`src/rtl/calc_pkg.sv`:
```
// calc1 port driver shared types: command/response codes,
// driver FSM states and default widths.
package calc_pkg;

  localparam int DATA_W_DEF = 32;
  localparam int CMD_W_DEF  = 4;
  localparam int RESP_W_DEF = 2;

  localparam logic [3:0] CMD_NOP = 4'd0;
  localparam logic [3:0] CMD_ADD = 4'd1;
  localparam logic [3:0] CMD_SUB = 4'd2;
  localparam logic [3:0] CMD_SHL = 4'd5;
  localparam logic [3:0] CMD_SHR = 4'd6;

  localparam logic [1:0] RESP_NONE    = 2'd0;
  localparam logic [1:0] RESP_OK      = 2'd1;
  localparam logic [1:0] RESP_ERR     = 2'd2;
  localparam logic [1:0] RESP_TIMEOUT = 2'd3;

  typedef enum logic [2:0] {
    ST_IDLE,
    ST_SEND_OP1,
    ST_SEND_OP2,
    ST_WAIT_RESP,
    ST_DELIVER
  } state_e;

endpackage

```
`src/rtl/calc_req_fifo.sv`:
```
// Request buffer: synchronous FIFO of packed {cmd, op1, op2}.
// Ports: push/wdata in, pop/rdata out (show-ahead), full, count.
module calc_req_fifo #(
  parameter int WIDTH = 68,
  parameter int DEPTH = 4
) (
  input  logic                       clk,
  input  logic                       rst,
  input  logic                       push,
  input  logic [WIDTH-1:0]           wdata,
  input  logic                       pop,
  output logic [WIDTH-1:0]           rdata,
  output logic                       full,
  output logic [$clog2(DEPTH):0]     count
);

  localparam int PW = $clog2(DEPTH);
  localparam int CW = PW + 1;

  logic [WIDTH-1:0] mem_q [DEPTH];
  logic [PW-1:0]    wr_ptr_q, wr_ptr_d;
  logic [PW-1:0]    rd_ptr_q, rd_ptr_d;
  logic [CW-1:0]    count_q, count_d;
  logic             do_push, do_pop;

  always_comb begin
    do_push  = push && (count_q != CW'(DEPTH));
    do_pop   = pop && (count_q != '0);
    wr_ptr_d = wr_ptr_q;
    rd_ptr_d = rd_ptr_q;
    count_d  = count_q;
    if (do_push) wr_ptr_d = wr_ptr_q + PW'(1);
    if (do_pop)  rd_ptr_d = rd_ptr_q + PW'(1);
    if (do_push && !do_pop)
      count_d = count_q + CW'(1);
    else if (!do_push && do_pop)
      count_d = count_q - CW'(1);
  end

  always_ff @(posedge clk) begin
    if (rst) begin
      wr_ptr_q <= '0;
      rd_ptr_q <= '0;
      count_q  <= '0;
    end else begin
      wr_ptr_q <= wr_ptr_d;
      rd_ptr_q <= rd_ptr_d;
      count_q  <= count_d;
    end
  end

  always_ff @(posedge clk) begin
    if (do_push) mem_q[wr_ptr_q] <= wdata;
  end

  assign rdata = mem_q[rd_ptr_q];
  assign full  = (count_q == CW'(DEPTH));
  assign count = count_q;

endmodule

```
`src/rtl/calc_port_driver.sv`:
```
// Request engine for one calc1 port: buffers {cmd,op1,op2} from a
// valid/ready stream, drives the two-cycle calc request, waits for
// the response (or times out) and returns it on a valid/ready stream.
// Ports: s_* request in, req_* calc request out, calc_* calc response
// in, m_* response out, busy (FSM active), spurious_resp (stray resp).
module calc_port_driver
  import calc_pkg::*;
#(
  parameter int DATA_WIDTH     = DATA_W_DEF,
  parameter int CMD_WIDTH      = CMD_W_DEF,
  parameter int RESP_WIDTH     = RESP_W_DEF,
  parameter int FIFO_DEPTH     = 4,
  parameter int TIMEOUT_CYCLES = 64
) (
  input  logic                  clk,
  input  logic                  rst,
  input  logic                  s_valid,
  output logic                  s_ready,
  input  logic [CMD_WIDTH-1:0]  s_cmd,
  input  logic [DATA_WIDTH-1:0] s_op1,
  input  logic [DATA_WIDTH-1:0] s_op2,
  output logic [CMD_WIDTH-1:0]  req_cmd_out,
  output logic [DATA_WIDTH-1:0] req_data_out,
  input  logic [RESP_WIDTH-1:0] calc_resp_in,
  input  logic [DATA_WIDTH-1:0] calc_data_in,
  output logic                  m_valid,
  input  logic                  m_ready,
  output logic [RESP_WIDTH-1:0] m_resp,
  output logic [DATA_WIDTH-1:0] m_data,
  output logic                  busy,
  output logic                  spurious_resp
);

  localparam int FW = CMD_WIDTH + 2 * DATA_WIDTH;
  localparam int CW = $clog2(FIFO_DEPTH) + 1;
  localparam int TW = $clog2(TIMEOUT_CYCLES) + 1;

  logic [FW-1:0]         fifo_rdata;
  logic                  fifo_full;
  logic [CW-1:0]         fifo_count;
  logic                  fifo_pop;
  logic [CMD_WIDTH-1:0]  head_cmd;
  logic [DATA_WIDTH-1:0] head_op1, head_op2;

  state_e                state_q, state_d;
  logic [DATA_WIDTH-1:0] hold_op2_q, hold_op2_d;
  logic [TW-1:0]         timer_q, timer_d;
  logic [CMD_WIDTH-1:0]  req_cmd_q, req_cmd_d;
  logic [DATA_WIDTH-1:0] req_data_q, req_data_d;
  logic                  m_valid_q, m_valid_d;
  logic [RESP_WIDTH-1:0] m_resp_q, m_resp_d;
  logic [DATA_WIDTH-1:0] m_data_q, m_data_d;
  logic                  busy_q, busy_d;
  logic                  spur_q, spur_d;
  logic                  cool_q, cool_d;

  calc_req_fifo #(
    .WIDTH (FW),
    .DEPTH (FIFO_DEPTH)
  ) u_fifo (
    .clk   (clk),
    .rst   (rst),
    .push  (s_valid),
    .wdata ({s_cmd, s_op1, s_op2}),
    .pop   (fifo_pop),
    .rdata (fifo_rdata),
    .full  (fifo_full),
    .count (fifo_count)
  );

  assign {head_cmd, head_op1, head_op2} = fifo_rdata;
  assign s_ready = !fifo_full;

  always_comb begin
    state_d    = state_q;
    hold_op2_d = hold_op2_q;
    timer_d    = timer_q;
    req_cmd_d  = '0;
    req_data_d = '0;
    m_valid_d  = m_valid_q;
    m_resp_d   = m_resp_q;
    m_data_d   = m_data_q;
    cool_d     = 1'b0;
    fifo_pop   = 1'b0;
    spur_d     = (calc_resp_in != '0) &&
                 (state_q != ST_WAIT_RESP);
    unique case (state_q)
      // Outputs are registered, so op1 is loaded
      // on the same edge that enters SEND_OP1.
      // cool_q holds off one cycle after a
      // handshake before the next pop.
      ST_IDLE: begin
        if (fifo_count != '0 && !cool_q) begin
          fifo_pop   = 1'b1;
          req_cmd_d  = head_cmd;
          req_data_d = head_op1;
          hold_op2_d = head_op2;
          state_d    = ST_SEND_OP1;
        end
      end
      ST_SEND_OP1: begin
        req_data_d = hold_op2_q;
        state_d    = ST_SEND_OP2;
      end
      ST_SEND_OP2: begin
        timer_d = '0;
        state_d = ST_WAIT_RESP;
      end
      ST_WAIT_RESP: begin
        if (calc_resp_in != '0) begin
          m_valid_d = 1'b1;
          m_resp_d  = calc_resp_in;
          m_data_d  = calc_data_in;
          state_d   = ST_DELIVER;
        end else if (timer_q ==
                     TW'(TIMEOUT_CYCLES - 1)) begin
          m_valid_d = 1'b1;
          m_resp_d  = RESP_WIDTH'(RESP_TIMEOUT);
          m_data_d  = '0;
          state_d   = ST_DELIVER;
        end else begin
          timer_d = timer_q + TW'(1);
        end
      end
      ST_DELIVER: begin
        if (m_ready) begin
          m_valid_d = 1'b0;
          m_resp_d  = '0;
          m_data_d  = '0;
          cool_d    = 1'b1;
          state_d   = ST_IDLE;
        end
      end
      default: state_d = ST_IDLE;
    endcase
    busy_d = (state_d != ST_IDLE);
  end

  always_ff @(posedge clk) begin
    if (rst) begin
      state_q    <= ST_IDLE;
      hold_op2_q <= '0;
      timer_q    <= '0;
      req_cmd_q  <= '0;
      req_data_q <= '0;
      m_valid_q  <= 1'b0;
      m_resp_q   <= '0;
      m_data_q   <= '0;
      busy_q     <= 1'b0;
      spur_q     <= 1'b0;
      cool_q     <= 1'b0;
    end else begin
      state_q    <= state_d;
      hold_op2_q <= hold_op2_d;
      timer_q    <= timer_d;
      req_cmd_q  <= req_cmd_d;
      req_data_q <= req_data_d;
      m_valid_q  <= m_valid_d;
      m_resp_q   <= m_resp_d;
      m_data_q   <= m_data_d;
      busy_q     <= busy_d;
      spur_q     <= spur_d;
      cool_q     <= cool_d;
    end
  end

  assign req_cmd_out   = req_cmd_q;
  assign req_data_out  = req_data_q;
  assign m_valid       = m_valid_q;
  assign m_resp        = m_resp_q;
  assign m_data        = m_data_q;
  assign busy          = busy_q;
  assign spurious_resp = spur_q;

endmodule
```
`config.mk`:
```
export PLATFORM = sky130hd
export DESIGN_NAME = calc_port_driver
export DESIGN_NICKNAME = d
export VERILOG_FILES = /design/src/rtl/calc_pkg.sv /design/src/rtl/calc_req_fifo.sv /design/src/rtl/calc_port_driver.sv
export SDC_FILE = /design/constraint.sdc
export NUM_CORES = 1
export LEC_CHECK = 0
export CORE_MARGIN = 5
export CORE_UTILIZATION = 57
export CTS_BUF_LIST = sky130_fd_sc_hd__clkbuf_8
export DETAILED_ROUTE_END_ITERATION = 8
export MAX_ROUTING_LAYER = met4
export PLACE_DENSITY = 0.82
export SYNTH_ARGS = -nofsm -noshare
export SYNTH_HDL_FRONTEND = slang
export SYNTH_HIERARCHICAL = 1
export SYNTH_SLANG_ARGS = --single-unit
```
`constraint.sdc`:
```
create_clock -name clk -period 4 [get_ports clk]
set_input_delay 0.8 -clock clk [delete_from_list [all_inputs] [get_ports clk]]
set_output_delay 0.8 -clock clk [all_outputs]
set_load 0.01 [all_outputs]
```
# Word level (Yosys, flattened, before mapping)
# Memories as Yosys holds them, arrays and structs flattened. A register that Yosys moved wholly into a read port is not among the register bits.
# Index checks and enable logic that the tools add are counted.
word_totals:
  ram_bits: 272
  in_bits: 106
  wordCells: 88
  mem_count: 1
  ff_bits: 123
  out_inout_bits: 74
memory_table:
  columns: ["memory", "words", "width", "rd", "rd_clocked_by_memory_dff", "write_ports", "line", "source"]
  rows:
  - ["u_fifo.mem_q", 4, 68, 1, 1, 1, "calc_req_fifo.sv:20", "logic [WIDTH-1:0] mem_q [DEPTH];"]
classes:
  n_mux: 31
  add_sub_neg: 5
  bitwise: 3
  eq_ne: 12
  n_reduce_logical: 22
op_table:
  columns: ["op", "n"]
  rows:
  - ["$mux 32", 4]
  - ["$pmux 32 s2", 2]
  - ["$mux 3", 6]
  - ["$pmux 3 s5", 1]
  - ["$mux 7", 2]
  - ["$pmux 7 s2", 1]
  - ["$mux 2", 5]
  - ["$mux 1", 8]
  - ["$reduce_bool 2->1", 4]
  - ["$add 7x1->7 const B", 1]
  - ["$eq 7x6->1 const B", 1]
  - ["$eq 3x2->1 const B", 2]
  - ["$eq 3x3->1 const B", 2]
  - ["$logic_and 1x1->1", 6]
  - ["$ne 2x2->1 const B", 3]
  - ["$ne 3x3->1 const B", 2]
  - ["$reduce_and 3->1", 2]
  - ["$reduce_bool 3->1", 2]
  - ["$add 2x1->2 const B", 2]
  - ["$logic_not 1->1", 4]
  - ["$pmux 2 s2", 1]
  - ["$add 3x1->3 const B", 1]
  - ["$eq 3x1->1 const B", 1]
  - ["$logic_not 3->1", 1]
  - ["7 further kinds", 9]

# Logic depth before layout (Yosys ltp)
# Gate-level depths: netlist (run 1).
depth:
  depth_word: 8
  mapped_depth: 12
  mapped_depth_nobuf: 10

# Modules after synthesis
# Netlist (run 1), hierarchy kept.
modules_own_cells:
  columns: ["module", "cells_each", "area_per_inst_um2", "n_inst", "seq_area_each_um2"]
  rows:
  - ["calc_req_fifo", 403, 10288.6, 1, 8348.0]
  - ["calc_port_driver", 486, 4166.5, 1, 2322.2]

# Worst setup path before layout (run 1)
# No wires, ideal clock.
synth_timing:
  kind: "input port to flip-flop"
  from: "in s_valid"
  to: "mem u_fifo.mem_q[0][0], enable pin"
  setup_ps: 433
  setup_slack_ps: 832
  t_required_ps: 3567
  arrival_ps: 2734
  cell_stages: 3
  n_path_buf: 0
  cell_sequence: "inv_1 > nor2_1 > and2_1"
synth_between:
  elab_chain_len: 3
synth_lines:
  columns: ["element", "line", "source"]
  rows:
  - ["start, declared", "calc_port_driver.sv:17", "input logic s_valid,"]
  - ["$logic_and 1x1->1", "calc_req_fifo.sv:27", "do_push = push && (count_q != CW'(DEPTH));"]
  - ["net u_fifo.do_push", "calc_req_fifo.sv:24", "logic do_push, do_pop;"]
  - ["$mux 1", "calc_req_fifo.sv:53", "if (do_push) mem_q[wr_ptr_q] <= wdata;"]
  - ["$mux 1 (not written as such)", "calc_req_fifo.sv:53", null]
  - ["end, declared", "calc_req_fifo.sv:20", null]
# The timed path passes the listed nets, and every way through them passes these cells.

# Worst setup path after layout (run 1)
layout_timing:
  from: "reg state_q[1]"
  to: "reg u_fifo.count_q[2], in the netlist u_fifo/count[2]"
layout_between:
  elab_chain_len: 6
  word_cells_on_any_way: 8
  classes_between: "mux: 2; reduce/logical: 6"
layout_lines:
  columns: ["element", "line", "source"]
  rows:
  - ["start, declared", "calc_port_driver.sv:45", "state_e state_q, state_d;"]
  - ["start signal, assigned", "calc_port_driver.sv:153", "state_q <= state_d;"]
  - ["$logic_not 3->1 (*)", "calc_port_driver.sv:87", "unique case (state_q)"]
  - ["$mux 1 (*)", "calc_port_driver.sv:87", null]
  - ["$logic_and 1x1->1 (*)", "calc_req_fifo.sv:28", "do_pop = pop && (count_q != '0);"]
  - ["$logic_not 1->1", "calc_req_fifo.sv:34", "if (do_push && !do_pop)"]
  - ["$logic_and 1x1->1", "calc_req_fifo.sv:34", null]
  - ["$mux 3 or $reduce_bool 2->1 (tied branches)", null, null]
  - ["end signal, assigned", "calc_req_fifo.sv:48", "count_q <= count_d;"]
  - ["end, declared", "calc_req_fifo.sv:23", "logic [CW-1:0] count_q, count_d;"]
# Every way passes the cells marked *; elsewhere a longest branch is shown, timed or not.
# A chain may end at the register's enable or synchronous reset.

==> results of run 1 <==
worst paths after layout:
kind,from,endpoint,cells past startpoint
max,state_q[1],u_fifo/count[2],10
min,hold_op2_q[16],hold_op2_q[16],2
max reg2reg,state_q[1],u_fifo/count[2],10
min reg2reg,hold_op2_q[16],hold_op2_q[16],2
area by class of cell:
type / count / area, um2 / area share
timing repair buffer: 191 / 1940 / 0.109
inverter: 11 / 41.3 / 0.00231
clock inverter: 43 / 322 / 0.0180
antenna: 6 / 15.0 / 0.000842
multi-input combinational: 426 / 3460 / 0.194
clock buffer: 70 / 963 / 0.0540
tap: 330 / 413 / 0.0231
sequential: 397 / 10700 / 0.599
sequential cells by signal, summed over array words and instances, names as in the netlist, 3 cells and up, named ones only:
signal,flops
m_data,32
u_fifo/mem_q,272
hold_op2_q,32
req_cmd_out,4
req_data_out,32
state_q,3
timer_q,7
u_fifo/count,3
cell usage after synthesis (all sizes together) (2+ instances only):
cell type / n / area share
a21oi: 76 / 0.026
a211oi: 3 / 0.0019
mux4: 68 / 0.11
xor2: 4 / 0.0024
o21ai: 38 / 0.013
buf: 34 / 0.016
nand3: 3 / 0.0010
nor2: 44 / 0.011
o22ai: 2 / 0.00087
a22oi: 32 / 0.017
nand4b: 2 / 0.0012
dfxtp: 125 / 0.17
or3: 6 / 0.0026
mux2i: 2 / 0.0014
nor3: 3 / 0.0017
o31ai: 4 / 0.0021
clkbuf: 21 / 0.0055
a21o: 2 / 0.0010
nor3b: 6 / 0.0031
edfxtp: 272 / 0.57
nand2b: 3 / 0.0013
or4: 2 / 0.0010
inv: 11 / 0.0029
nand2: 102 / 0.026
and2: 8 / 0.0035
ha: 6 / 0.0052
power breakdown:
part	internal [mW]	leakage, nW	switching, mW
logic	1.02	1.65	1.17
registers	4.99	3.51	0.315
clock network	1.92	0.731	1.47
worst max-delay path: stages (launching register included):
cell and delay, ns:
dfxtp_1 0.38, nor4_1 0.57, o31ai_4 0.15, inv_2 0.48, o31ai_1 0.22, ha_1 0.26, inv_1 0.07, fa_1 0.17
xor2_1 0.08, or3_1 0.31, a21oi_1 0.13
kinds of logic after synthesis:
group / Yosys count / synth area share
multiplexers: 70 / 0.107
buffers and inverters: 66 / 0.0245
AND/OR/NAND/NOR: 184 / 0.0561
adder cells (fa/ha/maj): 7 / 0.00658
AO/OA/AOI/OAI: 161 / 0.0649
XOR/XNOR: 4 / 0.00242
flip-flops: 397 / 0.738
layer usage:
| layer | track usage | vias up | wire length [um] |
|---|---|---|---|
| met3 | 0.0475 | 59 | 2720 |
| met1 | 0.278 | 4056 | 11800 |
| li1 | - | 3805 | - |
| met2 | 0.338 | 360 | 14500 |
| met5 | - | - | 0 |
| met4 | 0.0693 | 0 | 662 |
==> results.json, run 1 <==
{
  "holdCritPathClass": "flip-flop to flip-flop",
  "die_w_um": 169,
  "avgViaCountPerCell": 5.62,
  "fin_ws_ns": 1.10,
  "drt_iter0_markers": 728,
  "final_antenna_net_count": 0,
  "p_total_mw": 10.9,
  "path_class": "flip-flop to flip-flop",
  "r2r_slack_ns": 1.10,
  "yosys_warnings": 6,
  "cts_sinks": 397,
  "cp_data_arrival_time_ns": 3.41,
  "first_pass_iters": 5,
  "vdd_ir_drop_max_v": 0.000379,
  "dpl.hpwl_um": 18100,
  "slew_viol_final": 0,
  "fill_cells": 1544,
  "io_pins": 180,
  "ys.flop_type": "edfxtp_1",
  "dp_slack_ns": 0.921,
  "clock_latency_ns": 0.60,
  "fin_util": 0.710,
  "grt_pass1_wl_um": 46400,
  "cts_hold_buffers": 0,
  "final_area_um2": 17800,
  "cts_resized": 0,
  "synth.avg_cell_area_um2": 16.3,
  "max_freq_mhz": 345,
  "clockBufferDepth": 3,
  "setup_viol": 0,
  "start_util": 0.576,
  "core_um2": 25100,
  "worstMarginPinSlew_ns": 1.11,
  "ys_types": 43,
  "area_growth_pct": 23.4,
  "required_ns": 4.51,
  "syn_nets": 1002,
  "p_leak_nw": 5.89,
  "globalplace.congestion": 0.821,
  "synth_edf_count": 272,
  "die_area_um2": 28600,
  "finalHoldViolations": 0,
  "holdWs_ns": 0.455,
  "mostFrequentLayoutCells": "272 x edfxtp_1, 178 x clkdlybuf4s50_1, 123 x dfxtp_1",
  "syn_area_um2": 14500,
  "clockRootBuffer": "clkbuf_8",
  "vias": 8280,
  "final_common_cell": "edfxtp_1",
  "die_height_um": 169,
  "post-cts-setup-buffers": 0,
  "rsz0062_at_grt": "no",
  "clkSlewWorstSetupHoldPaths_ns": 0.06,
  "cts_buffers": 60,
  "placed_area_um2": 16500,
  "stdcell_count": 1474,
  "end_kind": "flip-flop",
  "powerDensity_nw_per_um2": 611,
  "fin_tns_setup_ns": 0,
  "htreeDepth": 2,
  "ys_seq_elements": 397,
  "dp_cells": 1355,
  "antenna_found_initial": 4,
  "numPortBuffers": 179,
  "min_period_ns": 2.90,
  "drt-total-wl_um": 29700,
  "fin_crit_sh": 0.725,
  "avgRoutedWirePerCell_um": 20.2,
  "cap_violations": 0,
  "skew_ns": 0.0277,
  "cts_tree": "built",
  "std_cell_rows": 58,
  "grt_start_max_net_pins": 88,
  "status": "complete, no violations",
  "relSlewSlack": 0.262,
  "final_net_count": 1200,
  "drive_above_1_share": 0.161,
  "critPathLaunchType": "flip-flop",
  "grt_pass1_vias": 8565,
  "grt_overflow": 0,
  "critPathMaxFanout": 33,
  "grt.total_usage": 0.213,
  "drc": 0,
  "synthCells": 889,
  "async_flop_share": 0,
  "seq_area_frac_synth": 0.738
}
(Power assumes the default switching activity.)
==> run 2, diff against run 1 <==
==> constraint.sdc (replaced) <==
create_clock -name clk -period 3 [get_ports clk]
set_input_delay 0.6 -clock clk [delete_from_list [all_inputs] [get_ports clk]]
set_output_delay 0.6 -clock clk [all_outputs]
set_load 0.01 [all_outputs]
==> run 2 against run 1 <==
Against the previous run: via count increased by 0.91%; combinational power increased by 37%; largest cell class unchanged; register-to-register slack got worse by 0.63 ns; clock-buffer cell count decreased by 3; routed wire length increased by 2.8%; critical endpoint is now s_ready; clock skew decreased by 0.0039 ns; largest power group unchanged; first-iteration DRC count decreased by 11%.
==> results.json, run 2 (synthesis gave the netlist of run 1 again) <==
{
  "cts_tree": "built",
  "largest_reg_flops": 272,
  "min_period_ns": 2.57,
  "final_antenna_net_count": 0,
  "final_common_cell": "edfxtp_1",
  "numPortBuffers": 179,
  "grt_overflow": 0,
  "fin_ws_ns": 0.429,
  "p_total_mw": 14.3,
  "regMostFlops": "u_fifo/mem_q",
  "std_cell_rows": 58,
  "clock_latency_ns": 0.59,
  "drc": 0,
  "cp_data_arrival_time_ns": 1.97,
  "seqPwrFrac": 0.491,
  "globalplace.congestion": 0.871,
  "cts_buffers": 60,
  "worstMarginPinSlew_ns": 1.11,
  "crit_family": "buffers and inverters",
  "antenna_found_initial": 3,
  "finalHoldViolations": 0,
  "die_height_um": 169,
  "p_comb_frac": 0.211,
  "grt.total_usage": 0.218,
  "fin_crit_sh": 0.857,
  "powerDensity_nw_per_um2": 801,
  "status": "complete, no violations",
  "post-cts-setup-buffers": 0,
  "startpoint": "u_fifo/count[2]",
  "io_pins": 180,
  "p_leak_nw": 5.89,
  "clockRootBuffer": "clkbuf_8",
  "path_cells": "nor3b_1, inv_1, clkdlybuf4s50_1",
  "avgViaCountPerCell": 5.65,
  "dp_slack_ns": 0.360,
  "dp_cells": 1361,
  "slowest_delay_ns": 0.49,
  "required_ns": 2.40,
  "r2r_slack_ns": 0.47,
  "cts_hold_buffers": 0,
  "cap_violations": 0,
  "r2r_start": "state_q[1]",
  "critical_path_buf_inv_count": 2,
  "holdCritPathClass": "flip-flop to flip-flop",
  "cts_sinks": 397,
  "grt_pass1_vias": 8642,
  "hold_end": "hold_op2_q[28]",
  "drt_iter0_markers": 651,
  "area_growth_pct": 23.6,
  "core_um2": 25100,
  "rsz0062_at_grt": "no",
  "die_w_um": 169,
  "grt_start_max_net_pins": 88,
  "drt-total-wl_um": 30600,
  "clockBufferDepth": 3,
  "dpl.hpwl_um": 18600,
  "grt_pass1_wl_um": 47200,
  "p_int_mw": 10.4,
  "setup_viol": 0,
  "min_from": "hold_op2_q[28]",
  "stdcell_count": 1479,
  "relSlewSlack": 0.257,
  "vdd_ir_drop_max_v": 0.000505,
  "vias": 8355,
  "skew_ns": 0.0238,
  "reg2reg_depth": 7,
  "clkSlewWorstSetupHoldPaths_ns": 0.06,
  "end_kind": "output pin",
  "avgRoutedWirePerCell_um": 20.7,
  "htreeDepth": 2,
  "final_net_count": 1206,
  "die_area_um2": 28600,
  "slew_viol_final": 0,
  "cts_resized": 0,
  "critPathLaunchType": "flip-flop",
  "mostFrequentLayoutCells": "272 x edfxtp_1, 178 x clkdlybuf4s50_1, 123 x dfxtp_1",
  "p_sw_frac": 0.276,
  "fill_cells": 1601,
  "drive_above_1_share": 0.156,
  "start_util": 0.576,
  "holdPathStages": 2,
  "slowest_stage": "clkdlybuf4s50_1",
  "clockPowerShare": 0.298,
  "fin_tns_setup_ns": 0,
  "power_switching_mw": 3.96,
  "first_pass_iters": 5,
  "critPathMaxFanout": 6,
  "path_class": "flip-flop to output pin",
  "max_freq_mhz": 389
}
==> run 2: cell count changes in the layout (fill, tap and decap cells not counted), sizes merged, moves of 2 or more <==
cell      previous run  this run
buf                 13        19
clkbuf              70        67
inv                 30        33
bufinv               5         3
clkinvlp             0         2
diode                6         4
==> run 2: worst max path at each step <==
stage | to | slack, ns | cells past startpoint
finish | s_ready | 0.43 | 3
global route | s_ready | 0.25 | 3
CTS | s_ready | 0.37 | 3
detailed placement | m_data[0] | 0.36 | 5
global placement | m_data[0] | 0.39 | 5
floorplan | u_fifo/mem_q[2][0] | 0.03 | 3
==> run 2: power by group through the flow <==
stage	logic, mW	clock network [mW]	registers (mW)
after floorplan	1.86	0	7.08
after global placement	2.97	0	7.10
after detailed placement	3.03	0	7.15
after CTS	3.05	4.36	7.05
after global routing	3.26	4.64	7.12
final	3.02	4.26	7.03
==> run 2: area by class of cell <==
type | instances | area (um2) | share of cell area
clock inverters | 47 | 279 | 0.0156
inverters | 11 | 41.3 | 0.00231
multi-input cells | 426 | 3460 | 0.194
diodes | 4 | 10.0 | 0.000560
clock buffers | 67 | 922 | 0.0516
well taps | 330 | 413 | 0.0231
flip-flops and latches | 397 | 10700 | 0.598
repair buffers | 197 | 2060 | 0.115
==> run 2: worst register-to-register path: stages (launching register included) <==
cell and delay, ns:
dfxtp_1 0.38, nor4_1 0.51, o31ai_4 0.15, inv_2 0.08, buf_4 0.63, o311ai_0 0.35
xor2_1 0.22, nor2_1 0.06
==> run 2: metrics by stage <==
stage,area (um2),hold slack (ns),utilization
after CTS,17900,0.456,0.711
final,17900,0.457,0.712
after global routing,17900,0.472,0.712
after floorplan,14500,0.436,-
after global placement,16700,0.442,0.663
after detailed placement,16700,0.448,0.663
==> run 2: layer usage <==
layer  global-route usage  vias to the layer above  routed length (um)
li1                     -                     3822                   -
met1                0.279                     4139               12200
met2                0.358                      339               15200
met3               0.0487                       55                2490
met4               0.0581                        0                 663
met5                    -                        -                   0
==> run 3, diff against run 2 <==
--- a/config.mk
+++ b/config.mk
@@ -6,11 +6,10 @@
 export NUM_CORES = 1
 export LEC_CHECK = 0
 export CORE_MARGIN = 5
-export CORE_UTILIZATION = 57
+export CORE_UTILIZATION = 35
 export CTS_BUF_LIST = sky130_fd_sc_hd__clkbuf_8
 export DETAILED_ROUTE_END_ITERATION = 8
 export MAX_ROUTING_LAYER = met4
-export PLACE_DENSITY = 0.82
 export SYNTH_ARGS = -nofsm -noshare
 export SYNTH_HDL_FRONTEND = slang
 export SYNTH_HIERARCHICAL = 1
==> run 3 against run 2 <==
Against the previous run: worst hold slack got worse by 0.0022 ns; sequential share of layout area decreased by 1.4 points; setup slack got worse by 0.012 ns; critical path type unchanged.
==> results.json, run 3 (synthesis gave the netlist of run 1 again) <==
{
  "die_w_um": 213,
  "grt_overflow": 0,
  "worstMarginPinSlew_ns": 1.09,
  "slowest_stage": "clkdlybuf4s50_1",
  "min_from": "hold_op2_q[21]",
  "placed_area_um2": 17000,
  "required_ns": 2.40,
  "vdd_ir_drop_max_v": 0.000552,
  "dp_cells": 1569,
  "globalplace.congestion": 0.756,
  "std_cell_rows": 74,
  "hold_end": "hold_op2_q[21]",
  "cts_sinks": 397,
  "critical_path_buf_inv_count": 2,
  "core_um2": 40800,
  "grt_start_max_net_pins": 66,
  "regMostFlops": "u_fifo/mem_q",
  "r2r_slack_ns": 0.60,
  "status": "complete, no violations",
  "fin_tns_setup_ns": 0,
  "rsz0062_at_grt": "no",
  "post-cts-setup-buffers": 0,
  "drive_above_1_share": 0.176,
  "antenna_found_initial": 4,
  "clockRootBuffer": "clkbuf_8",
  "r2r_start": "state_q[0]",
  "end_kind": "output pin",
  "path_cells": "nor3b_1, inv_1, clkdlybuf4s50_1",
  "finalHoldViolations": 0,
  "drt_iter0_markers": 639,
  "relSlewSlack": 0.272,
  "io_pins": 180,
  "mostFrequentLayoutCells": "272 x edfxtp_1, 178 x clkdlybuf4s50_1, 123 x dfxtp_1",
  "drc": 0,
  "grt_pass1_wl_um": 51600,
  "numPortBuffers": 179,
  "reg2reg_depth": 11,
  "fin_util": 0.448,
  "stdcell_count": 1692,
  "fin_crit_sh": 0.861,
  "critPathLaunchType": "flip-flop",
  "cts_tree": "built",
  "dp_slack_ns": 0.376,
  "clkSlewWorstSetupHoldPaths_ns": 0.06,
  "final_common_cell": "edfxtp_1",
  "dpl.hpwl_um": 20600,
  "htreeDepth": 3,
  "area_growth_pct": 26.7,
  "critPathMaxFanout": 6,
  "clock_latency_ns": 0.60,
  "min_period_ns": 2.58,
  "cts_resized": 0,
  "first_pass_iters": 5,
  "final_net_count": 1219,
  "path_class": "flip-flop to output pin",
  "slew_viol_final": 0,
  "crit_family": "buffers and inverters",
  "powerDensity_nw_per_um2": 815,
  "holdPathStages": 2,
  "fin_ws_ns": 0.417,
  "vias": 8408,
  "grt_pass1_vias": 8845,
  "clockBufferDepth": 3,
  "holdWs_ns": 0.454,
  "die_area_um2": 45500,
  "cts_hold_buffers": 0,
  "cap_violations": 0,
  "avgViaCountPerCell": 4.97,
  "slowest_delay_ns": 0.49,
  "drt-total-wl_um": 33500,
  "die_height_um": 213,
  "max_freq_mhz": 387,
  "p_leak_nw": 6.01,
  "largest_reg_flops": 272,
  "grt.total_usage": 0.152,
  "cts_buffers": 67,
  "setup_viol": 0,
  "worstReg2RegEnd": "u_fifo/count[2]",
  "p_total_mw": 14.9,
  "start_util": 0.354,
  "final_antenna_net_count": 0,
  "cp_data_arrival_time_ns": 1.98,
  "avgRoutedWirePerCell_um": 19.8,
  "holdCritPathClass": "flip-flop to flip-flop",
  "skew_ns": 0.0271,
  "final_area_um2": 18300
}
[run 3: layout make-up]
| class | instances | area, um2 |
|---|---|---|
| fillers | 3640 | 22500 |
| flip-flops and latches | 397 | 10700 |
| multi-input cells | 426 | 3460 |
| repair buffers | 203 | 2110 |
| clock buffers | 81 | 1110 |
| well taps | 532 | 666 |
| clock inverters | 40 | 233 |
| inverters | 11 | 41.3 |
| diodes | 2 | 5.00 |
[run 3: worst max-delay path by stage]
| stage | start | end | cells past startpoint |
|---|---|---|---|
| floorplan | s_valid | u_fifo/mem_q[2][0] | 3 |
| global placement | s_valid | u_fifo/count[2] | 9 |
| detailed placement | m_ready | m_data[0] | 5 |
| CTS | u_fifo/count[2] | s_ready | 3 |
| global route | u_fifo/count[2] | s_ready | 3 |
| finish | u_fifo/count[2] | s_ready | 3 |
[run 3: worst reg2reg max path: cells and delay by family (launching register included)]
family	cells	cell delay [ns]
xor gates and xnor gates	1	0.18
AOI/OAI and AO/OA	3	0.32
and+or+nand+nor	2	0.43
DFF	1	0.47
buffers and inverters	3	0.30
adders and majority gates	2	0.63
[run 3: report_power, final]
| part | switching (mW) | leakage (nW) | internal, mW |
|---|---|---|---|
| Sequential | 0.343 | 3.51 | 6.65 |
| Combinational | 1.72 | 1.73 | 1.45 |
| Clock | 2.12 | 0.773 | 2.63 |
[run 3: metal layers]
metal,part of all wire,global-route usage
met4,0.025,0.0476
met2,0.47,0.241
met1,0.43,0.194
met3,0.074,0.0404
met5,0,-
